File: src/rtl/execute_if.sv
// Decode-to-execute bundle and execute-stage results for the LC-3 pipeline.
// The slave side is the execute stage; the master side is its environment.
interface execute_if;
  logic        enable_execute;
  logic [15:0] IR;
  logic [15:0] npc_in;
  logic [5:0]  E_control;
  logic        Mem_Control_in;
  logic [1:0]  W_Control_in;
  logic [15:0] VSR1;
  logic [15:0] VSR2;
  logic        bypass_alu_1;
  logic        bypass_alu_2;
  logic        bypass_mem_1;
  logic        bypass_mem_2;
  logic [15:0] Mem_Bypass_Val;
  logic [2:0]  sr1;
  logic [2:0]  sr2;
  logic [15:0] aluout;
  logic [15:0] pcout;
  logic [2:0]  dr;
  logic [15:0] IR_Exec;
  logic [2:0]  NZP;
  logic [15:0] M_Data;
  logic        Mem_Control_out;
  logic [1:0]  W_Control_out;

  modport slave (
    input  enable_execute, IR, npc_in,
    input  E_control, Mem_Control_in,
    input  W_Control_in, VSR1, VSR2,
    input  bypass_alu_1, bypass_alu_2,
    input  bypass_mem_1, bypass_mem_2,
    input  Mem_Bypass_Val,
    output sr1, sr2, aluout, pcout, dr,
    output IR_Exec, NZP, M_Data,
    output Mem_Control_out, W_Control_out
  );

  modport master (
    output enable_execute, IR, npc_in,
    output E_control, Mem_Control_in,
    output W_Control_in, VSR1, VSR2,
    output bypass_alu_1, bypass_alu_2,
    output bypass_mem_1, bypass_mem_2,
    output Mem_Bypass_Val,
    input  sr1, sr2, aluout, pcout, dr,
    input  IR_Exec, NZP, M_Data,
    input  Mem_Control_out, W_Control_out
  );
endinterface

File: src/rtl/execute.sv
// LC-3 execute stage: ALU, effective address, forwarding,
// and the registered bundle handed to memory/writeback.
module execute (
  input logic        clock,
  input logic        reset,
  execute_if.slave   bus
);
  logic [3:0] op;
  logic is_add, is_and, is_not, is_br, is_jmp;
  logic is_ld, is_ldr, is_ldi, is_lea;
  logic is_st, is_str, is_sti;

  assign op     = bus.IR[15:12];
  assign is_add = (op == 4'b0001);
  assign is_and = (op == 4'b0101);
  assign is_not = (op == 4'b1001);
  assign is_br  = (op == 4'b0000);
  assign is_jmp = (op == 4'b1100);
  assign is_ld  = (op == 4'b0010);
  assign is_ldr = (op == 4'b0110);
  assign is_ldi = (op == 4'b1010);
  assign is_lea = (op == 4'b1110);
  assign is_st  = (op == 4'b0011);
  assign is_str = (op == 4'b0111);
  assign is_sti = (op == 4'b1011);

  logic [1:0] alu_ctl;
  logic [1:0] pcsel1;
  logic       pcsel2;
  logic       op2sel;

  assign alu_ctl = bus.E_control[5:4];
  assign pcsel1  = bus.E_control[3:2];
  assign pcsel2  = bus.E_control[1];
  assign op2sel  = bus.E_control[0];

  logic [15:0] aluout_q, aluout_d;
  logic [15:0] pcout_q, pcout_d;
  logic [2:0]  dr_q, dr_d;
  logic [15:0] ir_q;
  logic [2:0]  nzp_q, nzp_d;
  logic [15:0] mdata_q;
  logic        memc_q;
  logic [1:0]  wc_q;

  logic [15:0] val1, val2, alu_b, alu_r;
  logic [15:0] offset, base;

  assign bus.sr1 =
    (is_add | is_and | is_not |
     is_ldr | is_str | is_jmp) ?
    bus.IR[8:6] : 3'd0;

  always_comb begin
    bus.sr2 = 3'd0;
    unique case (1'b1)
      is_add, is_and, is_not:
        bus.sr2 = bus.IR[2:0];
      is_st, is_str, is_sti:
        bus.sr2 = bus.IR[11:9];
      default: bus.sr2 = 3'd0;
    endcase
  end

  // The ALU forward carries the previous instruction's result,
  // so it must win over the older memory-stage value.
  assign val1 =
    bus.bypass_alu_1 ? aluout_q :
    bus.bypass_mem_1 ? bus.Mem_Bypass_Val :
    bus.VSR1;
  assign val2 =
    bus.bypass_alu_2 ? aluout_q :
    bus.bypass_mem_2 ? bus.Mem_Bypass_Val :
    bus.VSR2;

  assign alu_b = op2sel ? val2 :
    {{11{bus.IR[4]}}, bus.IR[4:0]};

  always_comb begin
    alu_r = 16'd0;
    case (alu_ctl)
      2'b00:   alu_r = val1 + alu_b;
      2'b01:   alu_r = val1 & alu_b;
      2'b10:   alu_r = ~val1;
      default: alu_r = val1;
    endcase
  end

  always_comb begin
    offset = 16'd0;
    case (pcsel1)
      2'b00: offset =
        {{5{bus.IR[10]}}, bus.IR[10:0]};
      2'b01: offset =
        {{7{bus.IR[8]}}, bus.IR[8:0]};
      2'b10: offset =
        {{10{bus.IR[5]}}, bus.IR[5:0]};
      default: offset = 16'd0;
    endcase
  end

  assign base    = pcsel2 ? bus.npc_in : val1;
  assign pcout_d = base + offset;
  assign aluout_d = is_lea ? pcout_d : alu_r;

  always_comb begin
    dr_d  = 3'd0;
    nzp_d = 3'd0;
    unique case (1'b1)
      is_add, is_and, is_not,
      is_ld, is_ldr, is_ldi, is_lea:
        dr_d = bus.IR[11:9];
      is_br:   nzp_d = bus.IR[11:9];
      is_jmp:  nzp_d = 3'b111;
      default: begin
        dr_d  = 3'd0;
        nzp_d = 3'd0;
      end
    endcase
  end

  always_ff @(posedge clock) begin
    if (!reset) begin
      aluout_q <= 16'd0;
      pcout_q  <= 16'd0;
      dr_q     <= 3'd0;
      ir_q     <= 16'd0;
      nzp_q    <= 3'd0;
      mdata_q  <= 16'd0;
      memc_q   <= 1'b0;
      wc_q     <= 2'd0;
    end else if (bus.enable_execute) begin
      aluout_q <= aluout_d;
      pcout_q  <= pcout_d;
      dr_q     <= dr_d;
      ir_q     <= bus.IR;
      nzp_q    <= nzp_d;
      mdata_q  <= val2;
      memc_q   <= bus.Mem_Control_in;
      wc_q     <= bus.W_Control_in;
    end
  end

  assign bus.aluout          = aluout_q;
  assign bus.pcout           = pcout_q;
  assign bus.dr              = dr_q;
  assign bus.IR_Exec         = ir_q;
  assign bus.NZP             = nzp_q;
  assign bus.M_Data          = mdata_q;
  assign bus.Mem_Control_out = memc_q;
  assign bus.W_Control_out   = wc_q;
endmodule

File: src/flat_wrapper.sv
// flat-port wrapper written by rule: the top's interface ports become plain ports
module execute_flat 
  (clock, reset, bus_enable_execute, bus_IR, bus_npc_in, bus_E_control, bus_Mem_Control_in, bus_W_Control_in, bus_VSR1, bus_VSR2, bus_bypass_alu_1, bus_bypass_alu_2, bus_bypass_mem_1, bus_bypass_mem_2, bus_Mem_Bypass_Val, bus_sr1, bus_sr2, bus_aluout, bus_pcout, bus_dr, bus_IR_Exec, bus_NZP, bus_M_Data, bus_Mem_Control_out, bus_W_Control_out);
  execute_if bus_i ();
  input logic clock;
  input logic reset;
  input wire logic [$bits(bus_i.enable_execute)-1:0] bus_enable_execute;
  input wire logic [$bits(bus_i.IR)-1:0] bus_IR;
  input wire logic [$bits(bus_i.npc_in)-1:0] bus_npc_in;
  input wire logic [$bits(bus_i.E_control)-1:0] bus_E_control;
  input wire logic [$bits(bus_i.Mem_Control_in)-1:0] bus_Mem_Control_in;
  input wire logic [$bits(bus_i.W_Control_in)-1:0] bus_W_Control_in;
  input wire logic [$bits(bus_i.VSR1)-1:0] bus_VSR1;
  input wire logic [$bits(bus_i.VSR2)-1:0] bus_VSR2;
  input wire logic [$bits(bus_i.bypass_alu_1)-1:0] bus_bypass_alu_1;
  input wire logic [$bits(bus_i.bypass_alu_2)-1:0] bus_bypass_alu_2;
  input wire logic [$bits(bus_i.bypass_mem_1)-1:0] bus_bypass_mem_1;
  input wire logic [$bits(bus_i.bypass_mem_2)-1:0] bus_bypass_mem_2;
  input wire logic [$bits(bus_i.Mem_Bypass_Val)-1:0] bus_Mem_Bypass_Val;
  output wire logic [$bits(bus_i.sr1)-1:0] bus_sr1;
  output wire logic [$bits(bus_i.sr2)-1:0] bus_sr2;
  output wire logic [$bits(bus_i.aluout)-1:0] bus_aluout;
  output wire logic [$bits(bus_i.pcout)-1:0] bus_pcout;
  output wire logic [$bits(bus_i.dr)-1:0] bus_dr;
  output wire logic [$bits(bus_i.IR_Exec)-1:0] bus_IR_Exec;
  output wire logic [$bits(bus_i.NZP)-1:0] bus_NZP;
  output wire logic [$bits(bus_i.M_Data)-1:0] bus_M_Data;
  output wire logic [$bits(bus_i.Mem_Control_out)-1:0] bus_Mem_Control_out;
  output wire logic [$bits(bus_i.W_Control_out)-1:0] bus_W_Control_out;
  assign bus_i.enable_execute = bus_enable_execute;
  assign bus_i.IR = bus_IR;
  assign bus_i.npc_in = bus_npc_in;
  assign bus_i.E_control = bus_E_control;
  assign bus_i.Mem_Control_in = bus_Mem_Control_in;
  assign bus_i.W_Control_in = bus_W_Control_in;
  assign bus_i.VSR1 = bus_VSR1;
  assign bus_i.VSR2 = bus_VSR2;
  assign bus_i.bypass_alu_1 = bus_bypass_alu_1;
  assign bus_i.bypass_alu_2 = bus_bypass_alu_2;
  assign bus_i.bypass_mem_1 = bus_bypass_mem_1;
  assign bus_i.bypass_mem_2 = bus_bypass_mem_2;
  assign bus_i.Mem_Bypass_Val = bus_Mem_Bypass_Val;
  assign bus_sr1 = bus_i.sr1;
  assign bus_sr2 = bus_i.sr2;
  assign bus_aluout = bus_i.aluout;
  assign bus_pcout = bus_i.pcout;
  assign bus_dr = bus_i.dr;
  assign bus_IR_Exec = bus_i.IR_Exec;
  assign bus_NZP = bus_i.NZP;
  assign bus_M_Data = bus_i.M_Data;
  assign bus_Mem_Control_out = bus_i.Mem_Control_out;
  assign bus_W_Control_out = bus_i.W_Control_out;
  execute u_core (.clock(clock), .reset(reset), .bus(bus_i));
endmodule
File: config.mk
export PLATFORM = sky130hd
export DESIGN_NAME = execute_flat
export DESIGN_NICKNAME = d
export VERILOG_FILES = /design/src/rtl/execute_if.sv /design/src/rtl/execute.sv /design/src/flat_wrapper.sv
export SDC_FILE = /design/constraint.sdc
export NUM_CORES = 1
export LEC_CHECK = 0
export CORE_ASPECT_RATIO = 2
export CORE_MARGIN = 5
export CORE_UTILIZATION = 49
export DETAILED_ROUTE_END_ITERATION = 16
export PLACE_DENSITY = 0.82
export SLEW_MARGIN = 20
export SYNTH_ARGS = -nofsm -noshare
export SYNTH_HDL_FRONTEND = slang
export SYNTH_SLANG_ARGS = --single-unit
File: constraint.sdc
create_clock -name clock -period 3.9 [get_ports clock]
set_input_delay 0.585 -clock clock [delete_from_list [all_inputs] [get_ports clock]]
set_output_delay 0.585 -clock clock [all_outputs]
set_load 0.02 [all_outputs]
==> key figures <==
Yosys
  • Number of synthesized flops with an enable pin: 0
  • Cell variety after synth: 63
  • Ys Warns: 0
  • Syn_area_per_cell: 7.77 um^2
  • Synthesized instance count: 771
  • Mapped Nets: 900
  • Ys flop type: dfxtp_1
  • Top cells by area in the synthesized netlist: dfxtp_1, mux2i_1, ha_1
  • Synth top area share: 24.4%
  • Asr flop ratio synth: 0%
  • Post-synth top area cell: dfxtp_1
  • Top cells by instance count after synthesis: nand2_1, mux2i_1, dfxtp_1
  • Sequential-to-total area share from yosys stat: 24.4%
  • Count leader, synth: nand2_1
  • Cell Area, Synth: 0.00599 mm^2
  • Synth Register Bits: 73

Worst setup path
  • Critical path class: in2reg
  • Worst EP arrival: 3820 ps
  • Reg2Reg Depth: 13
  • Max FO, Critical Path: 8
  • Nature of the critical path endpoint: register
  • CP required: 4120 ps
  • CP Launch Type: primary input

Clock tree
  • Post-CTS setup buffers: 0
  • CTS Root Cell: clkbuf_16
  • Clk sink count: 73
  • Insertion delay to the later sink of the worst-skew pair: 350 ps
  • Cts hold-fix bufs: 0
  • CTS H-tree lvls: 3
  • Post-CTS Resized: 0
  • Longest Clk Path Bufs: 2
  • CTS tree: yes
  • CTS clock-pin slew for the worst setup and hold paths: 60 ps
  • CTS buffer count: 9

GRT
  • Vias in the first global route: 6,764
  • Largest net degree at the start of global routing: 59
  • First-pass GRT wire length: 35,400 um
  • Grt total ovfl: 0
  • Initial antenna violation count: 0
  • Total track usage: 31.6%

Die
  • DIE HEIGHT: 166 um
  • Die X: 88.2 um
  • Std cell rows: 57
  • Core area: 0.0121 mm^2
  • I/O pin total: 175
  • Initial Utilization: 49.7%
  • Full die area: 0.0147 mm^2

STA
  • Max frequency: 277 MHz
  • Tmin final: 3610 ps
  • Slew @ Worst Pin: 938 ps
  • Final setup violating endpoints: 0
  • Period utilization: 92.5%
  • Total negative setup slack: 0 ps
  • Relative slew slack: 36.8%
  • Max-slew violations: 0
  • Unrepaired setup endpoints after global routing: false
  • Setup Skew: 11.5 ps
  • Final hold violations: 0

Route
  • DRT Pass-1 Iters: 5
  • Average vias per placed instance: 5.75
  • Iter 0 DRT Violations: 323
  • Remaining DRCs: 0
  • Post-route ant nets: 0
  • Drt wl/cell: 19.9 um
  • Via count: 6,569
  • Total wire length: 22,800 um

Power and ir drop
  • VDD IR max: 0.000316 V
  • Tot Pwr: 3.00 mW
  • Static leakage: 3.74 nW
  • Cell Pwr Density: 347 mW/mm^2

Place
  • Post-DP HPWL: 18,700 um
  • Final Wtd Congestion: 0.981
  • Port Buffers: 174

Cells and area
  • Nets: 1,121
  • Area Growth Syn to Fin: 44.8%
  • Ant diodes: 0
  • Share of cells above drive strength 1: 12.1%
  • Final core occ: 72.0%

Status
  • Outcome: completed

Flow run
  • Number of max-cap violations: 0

Worst hold path
  • Hold-critical path depth: 2
  • Hold Crit Class: reg2reg
-- worst paths after layout --
check	from	end	slack, ps
setup / recovery	bus_bypass_mem_1	u_core.bus.aluout[14]	290
hold / removal	u_core.bus.IR_Exec[10]	u_core.bus.IR_Exec[10]	470
setup reg to reg	u_core.bus.aluout[0]	u_core.bus.aluout[14]	940
hold reg to reg	u_core.bus.IR_Exec[10]	u_core.bus.IR_Exec[10]	470
-- report_power, final --
group          switching [mW]  internal [mW]
registers              0.0577          0.809
logic                   0.668          0.630
clock network           0.332          0.508
-- placed cells by master, fill, tap and decap left out, drive strengths merged, types with 4 or more instances in the layout --
cell type,instances
inv,31
ha,31
a21boi,6
a211o,5
mux2i,82
nand2,99
nor2b,53
clkdlybuf4s50,172
dfxtp,73
o2bb2ai,5
o22ai,4
nor3,8
a22oi,5
o21ai,67
mux2,8
o21a,12
a21oi,53
xor2,13
and2,10
o221ai,5
nand3,11
a211oi,10
or3,4
nor4,4
xnor2,27
clkbuf,10
nor2,54
buf,84
nor3b,5
-- worst max-delay path: stages --
cell             delay, ps
clkdlybuf4s50_1        510
buf_12                 140
buf_12                 110
mux2i_1                170
nor2_1                  60
a21oi_2                240
inv_1                   80
ha_1                   230
fa_1                   400
a211o_1                300
nand2_1                 80
o2bb2ai_2              150
buf_4                  150
o311ai_1               100
xor2_1                 160
nor3_1                 220
o221ai_1               140
-- flip-flops by register name (all words and copies together) (netlist names) --
| name | flops |
|---|---|
| u_core.bus.Mem_Control_out | 1 |
| u_core.bus.NZP | 3 |
| u_core.bus.M_Data | 16 |
| u_core.bus.IR_Exec | 16 |
| u_core.bus.W_Control_out | 2 |
| u_core.bus.aluout | 16 |
| u_core.bus.dr | 3 |
| u_core.bus.pcout | 16 |
-- per-stage QoR --
step | hold WS, ps | instances | setup slack (ps) | instance area, um^2
2_1_floorplan | 552 | 771 | 400 | 5990
6_report | 471 | 1143 | 294 | 8670
3_5_place_dp | 465 | 1128 | -36.4 | 8380
5_1_grt | 526 | 1143 | 101 | 8670
4_1_cts | 473 | 1143 | 314 | 8670
3_3_place_gp | 466 | 1128 | -7.64 | 8380
-- metal layers --
layer  share of wire (%)  GRT usage, %
met5                   0             0
met4                 8.5          21.8
met3                 3.9          4.57
met2                  55          57.8
met1                  33          30.7
-- final cells by class --
class	count	area [um^2]
Clock inverter	5	56.3
Tap cell	147	184
Fill cell	1033	3380
Clock buffer	10	239
Sequential cell	73	1460
Multi-Input combinational cell	621	4220
Inverter	31	116
Timing Repair Buffer	256	2400
-- cell families (layout without fill, tap and decap cells) --
family          after synthesis  count (layout)  synth area share (%)
simple gates                259             259                  20.5
compound gates              199             199                  21.4
mux                          90              90                  15.5
buf+inv                      77             302                  5.20
flops                        73              73                  24.4
xor+xnor                     40              40                  5.85
fa+ha+maj                    33              33                  7.14
(Power assumes the default switching activity.)
